--- src/rtl/uart_pkg.sv ---
// rtl/uart_pkg.sv - shared state type, frame constants and baud divisor helper for the UART transmitter
package uart_pkg;

  localparam int DATA_BITS = 8;
  localparam int STOP_BITS = 1;

  typedef enum logic [1:0] {
    ST_IDLE,
    ST_START,
    ST_DATA,
    ST_STOP
  } tx_state_e;

  function automatic int calc_div(input int clk_hz, input int baud);
    return clk_hz / baud;
  endfunction

endpackage

--- src/rtl/sync_fifo.sv ---
// rtl/sync_fifo.sv - single-clock FIFO with combinational read port; pointers reset, storage does not
module sync_fifo #(
  parameter int WIDTH = 8,
  parameter int DEPTH = 16
) (
  input  logic                       clk,
  input  logic                       rst_n,
  input  logic                       push,
  input  logic                       pop,
  input  logic [WIDTH-1:0]           din,
  output logic [WIDTH-1:0]           dout,
  output logic [$clog2(DEPTH):0]     count,
  output logic                       full,
  output logic                       empty
);

  localparam int AW = $clog2(DEPTH);

  logic [WIDTH-1:0] mem [DEPTH];
  logic [AW-1:0]    wr_ptr_q, wr_ptr_d;
  logic [AW-1:0]    rd_ptr_q, rd_ptr_d;
  logic [AW:0]      count_q, count_d;
  logic             do_push;
  logic             do_pop;

  // Full/empty come from the registered count, so a push into an empty FIFO is never bypassed to dout
  assign full    = (count_q == (AW+1)'(DEPTH));
  assign empty   = (count_q == '0);
  assign do_push = push && !full;
  assign do_pop  = pop && !empty;

  always_comb begin
    wr_ptr_d = wr_ptr_q + AW'(do_push);
    rd_ptr_d = rd_ptr_q + AW'(do_pop);
    count_d  = count_q + (AW+1)'(do_push) - (AW+1)'(do_pop);
  end

  always_ff @(posedge clk or negedge rst_n) begin
    if (!rst_n) begin
      wr_ptr_q <= '0;
      rd_ptr_q <= '0;
      count_q  <= '0;
    end else begin
      wr_ptr_q <= wr_ptr_d;
      rd_ptr_q <= rd_ptr_d;
      count_q  <= count_d;
    end
  end

  always_ff @(posedge clk) begin
    if (do_push) begin
      mem[wr_ptr_q] <= din;
    end
  end

  assign dout  = mem[rd_ptr_q];
  assign count = count_q;

endmodule

--- src/rtl/uart_tx_fifo.sv ---
// rtl/uart_tx_fifo.sv - buffered 8N1 UART transmitter: byte FIFO feeding a registered-output serialiser
module uart_tx_fifo
  import uart_pkg::*;
#(
  parameter int CLK_HZ = 100000000,
  parameter int BAUD   = 115200,
  parameter int DEPTH  = 16
) (
  input  logic                     clk,
  input  logic                     rst,
  input  logic                     tx_en,
  input  logic [7:0]               tx_data,
  input  logic                     clr_ovf,
  output logic                     txd,
  output logic                     tx_busy,
  output logic                     fifo_full,
  output logic [$clog2(DEPTH):0]   fifo_count,
  output logic                     overflow,
  output logic                     tx_done
);

  localparam int DIV      = calc_div(CLK_HZ, BAUD);
  localparam int STOP_LEN = DIV * STOP_BITS;
  localparam int CW       = $clog2(STOP_LEN);
  localparam int BW       = $clog2(DATA_BITS);

  localparam logic [CW-1:0] BIT_LAST  = CW'(DIV - 1);
  localparam logic [CW-1:0] STOP_LAST = CW'(STOP_LEN - 1);
  localparam logic [BW-1:0] IDX_LAST  = BW'(DATA_BITS - 1);

  tx_state_e            state_q, state_d;
  logic [CW-1:0]        baud_q, baud_d;
  logic [BW-1:0]        bit_idx_q, bit_idx_d;
  logic [DATA_BITS-1:0] shift_q, shift_d;
  logic                 txd_q, txd_d;
  logic                 overflow_q, overflow_d;

  logic                 fifo_pop;
  logic [DATA_BITS-1:0] fifo_dout;
  logic                 fifo_empty;

  sync_fifo #(
    .WIDTH (DATA_BITS),
    .DEPTH (DEPTH)
  ) u_fifo (
    .clk   (clk),
    .rst_n (rst),
    .push  (tx_en),
    .pop   (fifo_pop),
    .din   (tx_data),
    .dout  (fifo_dout),
    .count (fifo_count),
    .full  (fifo_full),
    .empty (fifo_empty)
  );

  always_comb begin
    state_d   = state_q;
    baud_d    = baud_q;
    bit_idx_d = bit_idx_q;
    shift_d   = shift_q;
    fifo_pop  = 1'b0;

    unique case (state_q)
      ST_IDLE: begin
        if (!fifo_empty) begin
          fifo_pop = 1'b1;
          shift_d  = fifo_dout;
          baud_d   = BIT_LAST;
          state_d  = ST_START;
        end
      end
      ST_START: begin
        if (baud_q == '0) begin
          baud_d    = BIT_LAST;
          bit_idx_d = '0;
          state_d   = ST_DATA;
        end else begin
          baud_d = baud_q - 1'b1;
        end
      end
      ST_DATA: begin
        if (baud_q == '0) begin
          shift_d = shift_q >> 1;
          if (bit_idx_q == IDX_LAST) begin
            baud_d  = STOP_LAST;
            state_d = ST_STOP;
          end else begin
            baud_d    = BIT_LAST;
            bit_idx_d = bit_idx_q + 1'b1;
          end
        end else begin
          baud_d = baud_q - 1'b1;
        end
      end
      ST_STOP: begin
        if (baud_q == '0) begin
          // Chain straight into the next start bit so queued bytes leave with no idle gap
          if (!fifo_empty) begin
            fifo_pop = 1'b1;
            shift_d  = fifo_dout;
            baud_d   = BIT_LAST;
            state_d  = ST_START;
          end else begin
            state_d = ST_IDLE;
          end
        end else begin
          baud_d = baud_q - 1'b1;
        end
      end
      default: state_d = ST_IDLE;
    endcase

    // Line level is a function of where the FSM will be, so txd can be a plain flop
    txd_d = 1'b1;
    if (state_d == ST_START) begin
      txd_d = 1'b0;
    end else if (state_d == ST_DATA) begin
      txd_d = shift_d[0];
    end

    overflow_d = overflow_q;
    if (clr_ovf) begin
      overflow_d = 1'b0;
    end
    if (tx_en && fifo_full) begin
      overflow_d = 1'b1;
    end
  end

  always_ff @(posedge clk or negedge rst) begin
    if (!rst) begin
      state_q    <= ST_IDLE;
      baud_q     <= '0;
      bit_idx_q  <= '0;
      shift_q    <= '0;
      txd_q      <= 1'b1;
      overflow_q <= 1'b0;
    end else begin
      state_q    <= state_d;
      baud_q     <= baud_d;
      bit_idx_q  <= bit_idx_d;
      shift_q    <= shift_d;
      txd_q      <= txd_d;
      overflow_q <= overflow_d;
    end
  end

  assign txd      = txd_q;
  assign overflow = overflow_q;
  assign tx_busy  = (state_q != ST_IDLE) || !fifo_empty;
  assign tx_done  = (state_q == ST_STOP) && (baud_q == '0);

endmodule

--- config.mk ---
export PLATFORM = sky130hd
export DESIGN_NAME = uart_tx_fifo
export DESIGN_NICKNAME = d
export VERILOG_FILES = /design/src/rtl/uart_pkg.sv /design/src/rtl/sync_fifo.sv /design/src/rtl/uart_tx_fifo.sv
export SDC_FILE = /design/constraint.sdc
export NUM_CORES = 1
export LEC_CHECK = 0
export ABC_AREA = 1
export CAP_MARGIN = 20
export CORE_ASPECT_RATIO = 1.2
export CORE_UTILIZATION = 61
export DETAILED_ROUTE_END_ITERATION = 8
export HOLD_SLACK_MARGIN = 0.15
export PLACE_DENSITY = 0.79
export RECOVER_POWER = 100
export SYNTH_ARGS = -nofsm -noshare
export SYNTH_HDL_FRONTEND = slang
export SYNTH_SLANG_ARGS = --single-unit
--- constraint.sdc ---
create_clock -name clk -period 3.2 [get_ports clk]
set_clock_uncertainty 0.1 [all_clocks]
set_input_delay 0.48 -clock clk [delete_from_list [all_inputs] [get_ports clk]]
set_output_delay 0.48 -clock clk [all_outputs]
set_load 0.01 [all_outputs]
==> reports/metrics.csv, run 1 <==
metric;value;unit
status;complete, but fails checks;
failing checks;capacitance limit, slew limit;
clock root cell;clkbuf_16;
H-tree depth;4;
HP Class;reg2reg;
fmax;0.338;GHz
Worst Path Required;3.44;ns
number of global-route vias before repair;5083;
largest net degree at the start of global routing;65;
setup TNS;0;ns
Distinct cells, synth;35;
cell area after layout;8340;µm²
Clk pwr share;0.359;
DR WL/cell;18.4;µm
Syn-to-layout area delta;11.8;%
num rows;43;
crit end category;flip-flop;
Final Hold Violating Endpoints;0;
Hold Slack;0.377;ns
FILL cells;820;
Post-Synthesis Cell Area;7460;µm²
share of layout cells above drive strength 1;0.0692;
reg2reg start;baud_q[0];
CTS Buffer Depth;2;
top cell type's share of synthesized area;0.515;
critical setup path kind;reg2reg;
clock latency on the worst-skew pair;0.42;ns
Clock Sinks;166;
area leader, netlist;edfxtp_1;
EDFF count, synth;128;
Worst Path Arrival;3.20;ns
vias per cell;5.94;
Avg Inst Size Synth;10.7;µm²
DR pass1 iterations;5;
slew margin rel.;-0.380;
max-slew violations;39;
Die X;103;µm
Net Sw Frac;0.260;
Gate power share;0.132;
worst slew pin tran;2.07;ns
CP Launch Point;baud_q[0];
Seq/Total Area, Yosys;0.643;
DP HPWL;10400;µm
n_diodes;0;
RSZ-0062 raised after global routing;no;
maximum VDD drop;0.417;mV
ANT nets after route;0;
Max Cap Violations;1;
placed cell areas;7830;µm²
GRT Total Usage;0.285;
post-route clock period utilization;0.925;
final WL;16500;µm
critical path startpoint category;flip-flop;
yosys warns;0;
Seq pwr share;0.509;
fin util;0.711;
most frequent cells after synthesis;edfxtp_1, nor2_1, nand2_1;
Primary FF master, synth;edfxtp_1;
Final GP Congestion;0.795;
Die Area;12700;µm²
Seq cells post-synth;166;
final net count;756;
Clock Pin Slew Worst Setup and Hold Paths;0.07;ns
1st-iter DRT viols;561;
share of flip-flops with an asynchronous set or reset;0.229;
critical path peak fanout;4;
top sig layer;met4;
Lkg Pwr;3.16;nW
initial antenna violation count;0;
area of the core;11700;µm²
Syn Nets;725;
DRC;0;
met1 WL;6240;µm
final worst path period need;2.96;ns
Setup-failing EPs final;0;
CTS tree;yes;
pwr dens;629;nW/µm²
first-pass GRT wire length;25900;µm
port buffer count;21;
grt ovf;0;
die height;123;µm
Initial Util;0.636;
Num CTS Buffers;17;
routed vias;5312;
P_sw;1.37;mW
DR WL met2;8480;µm
total power;5.25;mW
top post-synthesis cells by area;edfxtp_1, dfrtp_1, nor2_1;
Cells after Synth;694;
DR WL met3;980;µm
Internal;3.88;mW
HP Start;shift_q[0];
I/O pins;22;
[sequential cells by signal, indices dropped and copies added (netlist names)]
register,flops
baud_q,10
u_fifo.wr_ptr_q,4
u_fifo.mem,128
overflow,1
state_q,2
bit_idx_q,3
u_fifo.rd_ptr_q,4
u_fifo.count,5
shift_q,8
txd,1
[final timing paths]
kind | slack, ns | endpoint | depth (start not counted)
setup / recovery | 0.24 | u_fifo.count[4] | 17
hold / removal | 0.38 | shift_q[0] | 2
setup reg to reg | 0.24 | u_fifo.count[4] | 17
hold reg to reg | 0.38 | shift_q[0] | 2
max in group asynchronous | 0.72 | shift_q[5] | 2
min in group asynchronous | 1.09 | u_fifo.count[3] | 2
[through the flow]
step / setup slack (ns) / instances
CTS: 0.135 / 894
finish: 0.241 / 894
global placement: 0.248 / 862
detailed placement: 0.154 / 862
floorplan: 0.372 / 694
global route: 0.0264 / 894
[repair_timing]
action                                 in CTS  in global routing
gates resized for setup                     0                  1
setup endpoints to repair                   0                  1
hold buffers                                1                  0
setup buffers                               0                  0
endpoints found under the hold margin      37                  0
[cells by family after synthesis]
family,synth area share
AND/OR/NAND/NOR,0.160
buffers and inverters,0.0517
AO/OA/AOI/OAI,0.0983
flip-flops,0.643
XOR/XNOR,0.0141
adder cells (fa/ha/maj),0.0329
[power groups by stage]
stage | logic [mW] | clock network (mW) | registers (mW)
floorplan | 0.413 | 0 | 2.70
global placement | 0.677 | 0 | 2.70
detailed placement | 0.714 | 0 | 2.71
CTS | 0.729 | 1.89 | 2.67
global route | 0.776 | 1.96 | 2.69
finish | 0.694 | 1.88 | 2.67
[cell type report]
class                           count  area, µm²  area share
Sequential cell                   166       4800       0.575
Multi-Input combinational cell    443       2280       0.274
Clock buffer                       21        440      0.0528
Timing Repair Buffer               40        304      0.0365
Inverter                           57        216      0.0260
Tap cell                          157        196      0.0236
Clock inverter                     10        101      0.0122
[critical path: stages, from the launching register on]
cell	delay, ns
dfrtp_1	0.37
inv_1	0.12
ha_1	0.23
nand2_1	0.08
nor2_2	0.12
nand3_2	0.09
inv_1	0.07
nand2_1	0.06
nand2_1	0.08
inv_1	0.06
nor3_2	0.20
ha_1	0.28
inv_1	0.05
ha_1	0.15
inv_1	0.06
fa_1	0.40
o21ai_0	0.22
xor2_1	0.16
[cell usage in the layout (no fill, tap or decap), drive strengths merged, types with 8 or more instances in the layout]
cell and instances:
nor2 133, o211ai 24, nand2 91, inv 57, o21ai 82, clkbuf 34, ha 18, nand3 60
xor2 9, a21oi 8, dlygate4sd3 19, dfrtp 37, edfxtp 128
[routing by layer]
| layer | global-route usage | up-vias |
|---|---|---|
| li1 | - | 2456 |
| met1 | 0.338 | 2556 |
| met2 | 0.487 | 240 |
| met3 | 0.0492 | 60 |
| met4 | 0.164 | 0 |
| met5 | 0 | - |
Power figures use the tool's default switching activity.
==> inputs of run 2 (changes only) <==
--- a/config.mk
+++ b/config.mk
@@ -8,10 +8,9 @@
 export ABC_AREA = 1
 export CAP_MARGIN = 20
 export CORE_ASPECT_RATIO = 1.2
-export CORE_UTILIZATION = 61
+export CORE_UTILIZATION = 33
 export DETAILED_ROUTE_END_ITERATION = 8
 export HOLD_SLACK_MARGIN = 0.15
-export PLACE_DENSITY = 0.79
 export RECOVER_POWER = 100
 export SYNTH_ARGS = -nofsm -noshare
 export SYNTH_HDL_FRONTEND = slang
==> run 2 against run 1 <==
- the run ends with DRC left
- routed wire length rose by 1.2%
- non-clock buffer count increased by 6
- clock power increased by 14%
- via count down 5.7%
- cell area increased by 3.1%
- clock-buffer cell count fell by 1
- first-iteration DRC count shrank 41%
- register-to-register slack better by 0.07 ns
- die area rose by 83%
- global-route usage fell by 13 points
==> reports/metrics.csv, run 2 (synthesis gave the netlist of run 1 again) <==
metric;value;unit;change
critical path peak fanout;4;;unchanged
initial antenna violation count;0;;unchanged
I/O pins;22;;unchanged
Clock Sinks;166;;unchanged
DR pass1 iterations;6;;was 5
fmax;0.346;GHz;was 0.338 GHz
placed insts;985;;was 862
Syn-to-layout area delta;15.2;%;was 11.8%
P_sw;1.37;mW;about the same
max incr delay on CP;0.40;ns;about the same
Die Area;23200;µm²;was 12700 µm²
pwr dens;639;nW/µm²;was 629 nW/µm²
final worst path period need;2.89;ns;was 2.96 ns
Num CTS Buffers;17;;unchanged
DR WL/cell;16.4;µm;was 18.4 µm
Top reg by flops;u_fifo.mem;;unchanged
Clock Pin Slew Worst Setup and Hold Paths;0.06;ns;was 0.07 ns
area of the core;21900;µm²;was 11700 µm²
final WL;16700;µm;was 16500 µm
CTS Buffer Depth;2;;unchanged
Die X;139;µm;was 103 µm
most frequent cell on the critical path;inv_1;;unchanged
RSZ-0062 raised after global routing;no;;unchanged
biggest regs;u_fifo.mem (128), baud_q (10), shift_q (8);;unchanged
fin cells;1018;;was 894
critical path startpoint category;flip-flop;;unchanged
num rows;59;;was 43
port buffer count;21;;unchanged
worst slew pin tran;1.25;ns;was 2.07 ns
share of layout cells above drive strength 1;0.0712;;was 0.0692
n_diodes;0;;unchanged
largest net degree at the start of global routing;65;;unchanged
critical setup path kind;reg2reg;;unchanged
die height;167;µm;was 123 µm
Initial Util;0.340;;was 0.636
max-slew violations;0;;was 39
failing checks;DRC;;was capacitance limit, slew limit
placed cell areas;8040;µm²;was 7830 µm²
grt ovf;0;;unchanged
setup TNS;0;ns;unchanged
Setup-failing EPs final;0;;unchanged
vias per cell;4.92;;was 5.94
FILL cells;2077;;was 820
H-tree depth;4;;unchanged
CP cell instances;inv_1, ha_1, nand2_1, nor2_2, nand3_2, inv_1, nand2_1, nand2_1, inv_1, nor3_2, ha_1, inv_1, ha_1, inv_1, fa_1, o21ai_1, xor2_1;;was inv_1, ha_1, nand2_1, nor2_2, nand3_2, inv_1, nand2_1, nand2_1, inv_1, nor3_2, ha_1, inv_1, ha_1, inv_1, fa_1, o21ai_0, xor2_1
ANT nets after route;0;;unchanged
final net count;762;;was 756
Lkg Pwr;3.22;nW;was 3.16 nW
DP HPWL;10400;µm;about the same
CTS tree;yes;;unchanged
post-route clock period utilization;0.903;;was 0.925
Final Hold Violating Endpoints;0;;unchanged
first-pass GRT wire length;26500;µm;was 25900 µm
DRC;3;;was 0
Final GP Congestion;0.807;;was 0.795
Clk pwr share;0.390;;was 0.359
commonest non-fill, non-tap cells in the layout;nor2_1, edfxtp_1, nand2_1, o21ai_0, nand3_1;;unchanged
Largest register FFs;128;;unchanged
Worst Path Arrival;3.14;ns;was 3.20 ns
status;complete, but fails checks;;unchanged
cell area after layout;8600;µm²;was 8340 µm²
Internal;4.12;mW;was 3.88 mW
Slowest-stage cell, CP;fa_1;;unchanged
Gate power share;0.125;;was 0.132
routed vias;5011;;was 5312
Max Cap Violations;0;;was 1
HP Class;reg2reg;;unchanged
clock latency on the worst-skew pair;0.43;ns;was 0.42 ns
Seq pwr share;0.485;;was 0.509
maximum VDD drop;0.408;mV;was 0.417 mV
crit end category;flip-flop;;unchanged
clock root cell;clkbuf_16;;unchanged
GRT Total Usage;0.151;;was 0.285
1st-iter DRT viols;331;;was 561
number of global-route vias before repair;4886;;was 5083
slew margin rel.;0.168;;was -0.380
Net Sw Frac;0.250;;was 0.260
Worst Path Required;3.45;ns;was 3.44 ns
[run 2: worst paths after layout]
| check | from | end | slack, ns | cells after the start |
|---|---|---|---|---|
| setup / recovery | baud_q[0] | u_fifo.count[4] | 0.31 | 17 |
| hold / removal | shift_q[0] | shift_q[0] | 0.38 | 2 |
| min in group asynchronous | rst | baud_q[4] | 0.63 | 2 |
| hold reg to reg | shift_q[0] | shift_q[0] | 0.38 | 2 |
| max in group asynchronous | rst | shift_q[7] | 1.81 | 2 |
| setup reg to reg | baud_q[0] | u_fifo.count[4] | 0.31 | 17 |
[run 2: area by class of cell]
cell class	instances	area, µm²	share of cell area
sequential	166	4800	0.558
multi-input combinational	443	2280	0.265
clock buffer	20	437	0.0508
tap	274	343	0.0399
timing repair buffer	46	342	0.0397
inverter	57	219	0.0255
clock inverter	12	180	0.0210
[run 2: timing repair]
item	CTS	global route
hold buffers	1	0
hold endpoints to repair	37	0
setup endpoints to repair	0	1
gates resized for setup	0	2
setup buffers	0	0
[run 2: layer usage]
layer / track usage / wire length [µm] / vias to the layer above
met5: 0 / 0 / -
met4: 0.0498 / 243 / 0
met3: 0.0334 / 522 / 16
met2: 0.255 / 8350 / 85
met1: 0.192 / 7560 / 2439
li1: - / - / 2471
[run 2: power by group through the flow]
stage          logic [mW]  registers (mW)  clock network (mW)
6_report            0.689            2.66                2.14
4_1_cts             0.737            2.66                2.17
3_3_place_gp        0.725            2.70                   0
3_5_place_dp        0.732            2.71                   0
2_1_floorplan       0.413            2.70                   0
5_1_grt             0.779            2.68                2.28
[run 2: metrics by stage]
stage                      util  hold WS, ns  worst slack, ns  power, mW
final                     0.392        0.377            0.309       5.49
after global routing      0.392        0.422          0.00660       5.74
after CTS                 0.395        0.381            0.144       5.57
after detailed placement  0.366        0.364            0.163       3.44
after global placement    0.366        0.365            0.302       3.42
after floorplan               -       0.0844            0.372       3.12
[run 2: critical path: cells and delay by family (launching register included)]
family,cells,cell delay [ns]
fa+ha+maj,4,1.04
buf+inv,5,0.35
simple gates,6,0.60
compound gates,1,0.18
flops,1,0.38
xor+xnor,1,0.16
==> inputs of run 3 (changes only) <==
--- a/config.mk
+++ b/config.mk
@@ -11,6 +11,7 @@
 export CORE_UTILIZATION = 33
 export DETAILED_ROUTE_END_ITERATION = 8
 export HOLD_SLACK_MARGIN = 0.15
+export MAX_ROUTING_LAYER = met4
 export RECOVER_POWER = 100
 export SYNTH_ARGS = -nofsm -noshare
 export SYNTH_HDL_FRONTEND = slang
==> run 3 against run 2 <==
- the flow still finishes with violations (DRC)
- setup slack worse by 0.0091 ns
- sequential share of layout area up 0.073 points
- clock power about the same
- cell area down 0.13%
- final cell count unchanged
- via count down 0.72%
- power about the same
- core utilization down 0.051 points
- global-route usage up 0.50 points
- non-clock buffer count unchanged
- worst hold slack better by 0.0013 ns
- largest cell class unchanged
- largest power group unchanged
==> reports/metrics.csv, run 3 (synthesis gave the netlist of run 1 again) <==
metric;value;unit;change
status;complete, but fails checks;;unchanged
failing checks;DRC;;unchanged
critical setup path kind;reg2reg;;unchanged
pre-CTS WS;0.163;ns;unchanged
max incr delay on CP;0.40;ns;about the same
DR WL/cell;16.3;µm;was 16.4 µm
Die X;139;µm;unchanged
pwr dens;640;nW/µm²;was 639 nW/µm²
setup TNS;0;ns;unchanged
area of the multi-input gates;2270;µm²;was 2280 µm²
post-CTS setup repair buffer count;0;;unchanged
GRT Total Usage;0.156;;was 0.151
DR pass1 iterations;6;;unchanged
DRC;3;;unchanged
biggest regs;u_fifo.mem (128), baud_q (10), shift_q (8);;unchanged
H-tree depth;4;;unchanged
I/O pins;22;;unchanged
n_diodes;0;;unchanged
Largest register FFs;128;;unchanged
final WL;16600;µm;was 16700 µm
clock latency on the worst-skew pair;0.43;ns;about the same
RSZ-0062 raised after global routing;no;;unchanged
PnR worst setup slack;0.300;ns;was 0.309 ns
clock root cell;clkbuf_16;;unchanged
crit end category;flip-flop;;unchanged
number of global-route vias before repair;4854;;was 4886
FF+latch area;4800;µm²;unchanged
FF-to-FF setup slack;0.30;ns;was 0.31 ns
Worst Path Required;3.45;ns;about the same
placed cell areas;8040;µm²;unchanged
Buffers & Inverters on Critical Path;5;;unchanged
max-slew violations;0;;unchanged
Setup-failing EPs final;0;;unchanged
total power;5.49;mW;about the same
DP HPWL;10400;µm;unchanged
Syn-to-layout area delta;15.1;%;was 15.2%
worst slew pin tran;1.23;ns;was 1.25 ns
Final GP Congestion;0.819;;was 0.807
die height;167;µm;unchanged
initial antenna violation count;0;;unchanged
HP Class;reg2reg;;unchanged
final worst path period need;2.90;ns;was 2.89 ns
CP cell instances;inv_1, ha_1, nand2_1, nor2_2, nand3_2, inv_1, nand2_1, nand2_1, inv_1, nor3_2, ha_1, inv_1, ha_1, inv_1, fa_1, o21ai_1, xor2_1;;unchanged
Slowest-stage cell, CP;fa_1;;unchanged
largest net degree at the start of global routing;65;;unchanged
Max Cap Violations;0;;unchanged
Lkg Pwr;3.22;nW;about the same
Crit path max-delay family;adder cells;;unchanged
port buffer count;21;;unchanged
most frequent cell on the critical path;inv_1;;unchanged
Clock Sinks;166;;unchanged
commonest non-fill, non-tap cells in the layout;nor2_1, edfxtp_1, nand2_1, o21ai_0, nand3_1;;unchanged
FILL cells;2079;;was 2077
post-route clock period utilization;0.906;;was 0.903
Top reg by flops;u_fifo.mem;;unchanged
Final Hold Violating Endpoints;0;;unchanged
num rows;59;;unchanged
share of layout cells above drive strength 1;0.0699;;was 0.0712
ANT nets after route;0;;unchanged
first-pass GRT wire length;26600;µm;was 26500 µm
grt ovf;0;;unchanged
fmax;0.345;GHz;was 0.346 GHz
area of the core;21900;µm²;unchanged
final net count;762;;unchanged
maximum VDD drop;0.406;mV;was 0.408 mV
critical path peak fanout;4;;unchanged
CTS Buffer Depth;2;;unchanged
Clock Pin Slew Worst Setup and Hold Paths;0.06;ns;about the same
slew margin rel.;0.181;;was 0.168
critical path startpoint category;flip-flop;;unchanged
Die Area;23200;µm²;unchanged
1st-iter DRT viols;353;;was 331
routed vias;4975;;was 5011
vias per cell;4.89;;was 4.92
Initial Util;0.340;;unchanged
Worst Path Arrival;3.15;ns;was 3.14 ns
CTS tree;yes;;unchanged
Num CTS Buffers;17;;unchanged
cell area after layout;8590;µm²;was 8600 µm²
[run 3: worst paths after layout]
check	start	to	cells after the start
min reg2reg	shift_q[0]	shift_q[0]	2
max	baud_q[0]	u_fifo.count[4]	17
min in group asynchronous	rst	baud_q[6]	2
max in group asynchronous	rst	shift_q[7]	2
min	shift_q[0]	shift_q[0]	2
max reg2reg	baud_q[0]	u_fifo.count[4]	17
[run 3: final cells by class]
class	count	area share
Timing Repair Buffer	46	0.0398
Tap cell	274	0.0399
Inverter	57	0.0255
Clock buffer	20	0.0509
Clock inverter	12	0.0210
Multi-Input combinational cell	443	0.264
Sequential cell	166	0.559
[run 3: worst reg2reg max path, delay by kind of cell, from the launching register on]
family	cells	cell delay (ns)
adders and majority gates	4	1.04
and+or+nand+nor	6	0.61
DFF	1	0.38
buffers and inverters	5	0.36
AOI/OAI and AO/OA	1	0.18
xor gates and xnor gates	1	0.16
[run 3: timing repair]
action                                  CTS  global route
gates resized for setup                   0             2
hold endpoints to repair                 37             0
hold buffers                              1             0
endpoints found under the setup margin    0             1
[run 3: power by group]
part | switching (mW) | leakage (nW) | total [mW] | internal (mW)
clock | 0.832 | 0.297 | 2.14 | 1.31
combinational | 0.447 | 1.32 | 0.687 | 0.240
sequential | 0.0923 | 1.60 | 2.66 | 2.57
[run 3: metal layers]
layer	vias up	share of wire	GRT usage
met3	15	0.026	0.0334
met1	2412	0.46	0.194
met5	-	0	-
li1	2474	-	-
met4	0	0.014	0.0498
met2	74	0.50	0.253
[run 3: through the flow]
stage,std cells,hold WS (ns),utilization
after floorplan,694,0.0844,-
after global placement,985,0.365,0.366
after detailed placement,985,0.364,0.366
after CTS,1018,0.381,0.395
after global routing,1018,0.422,0.392
final,1018,0.378,0.392
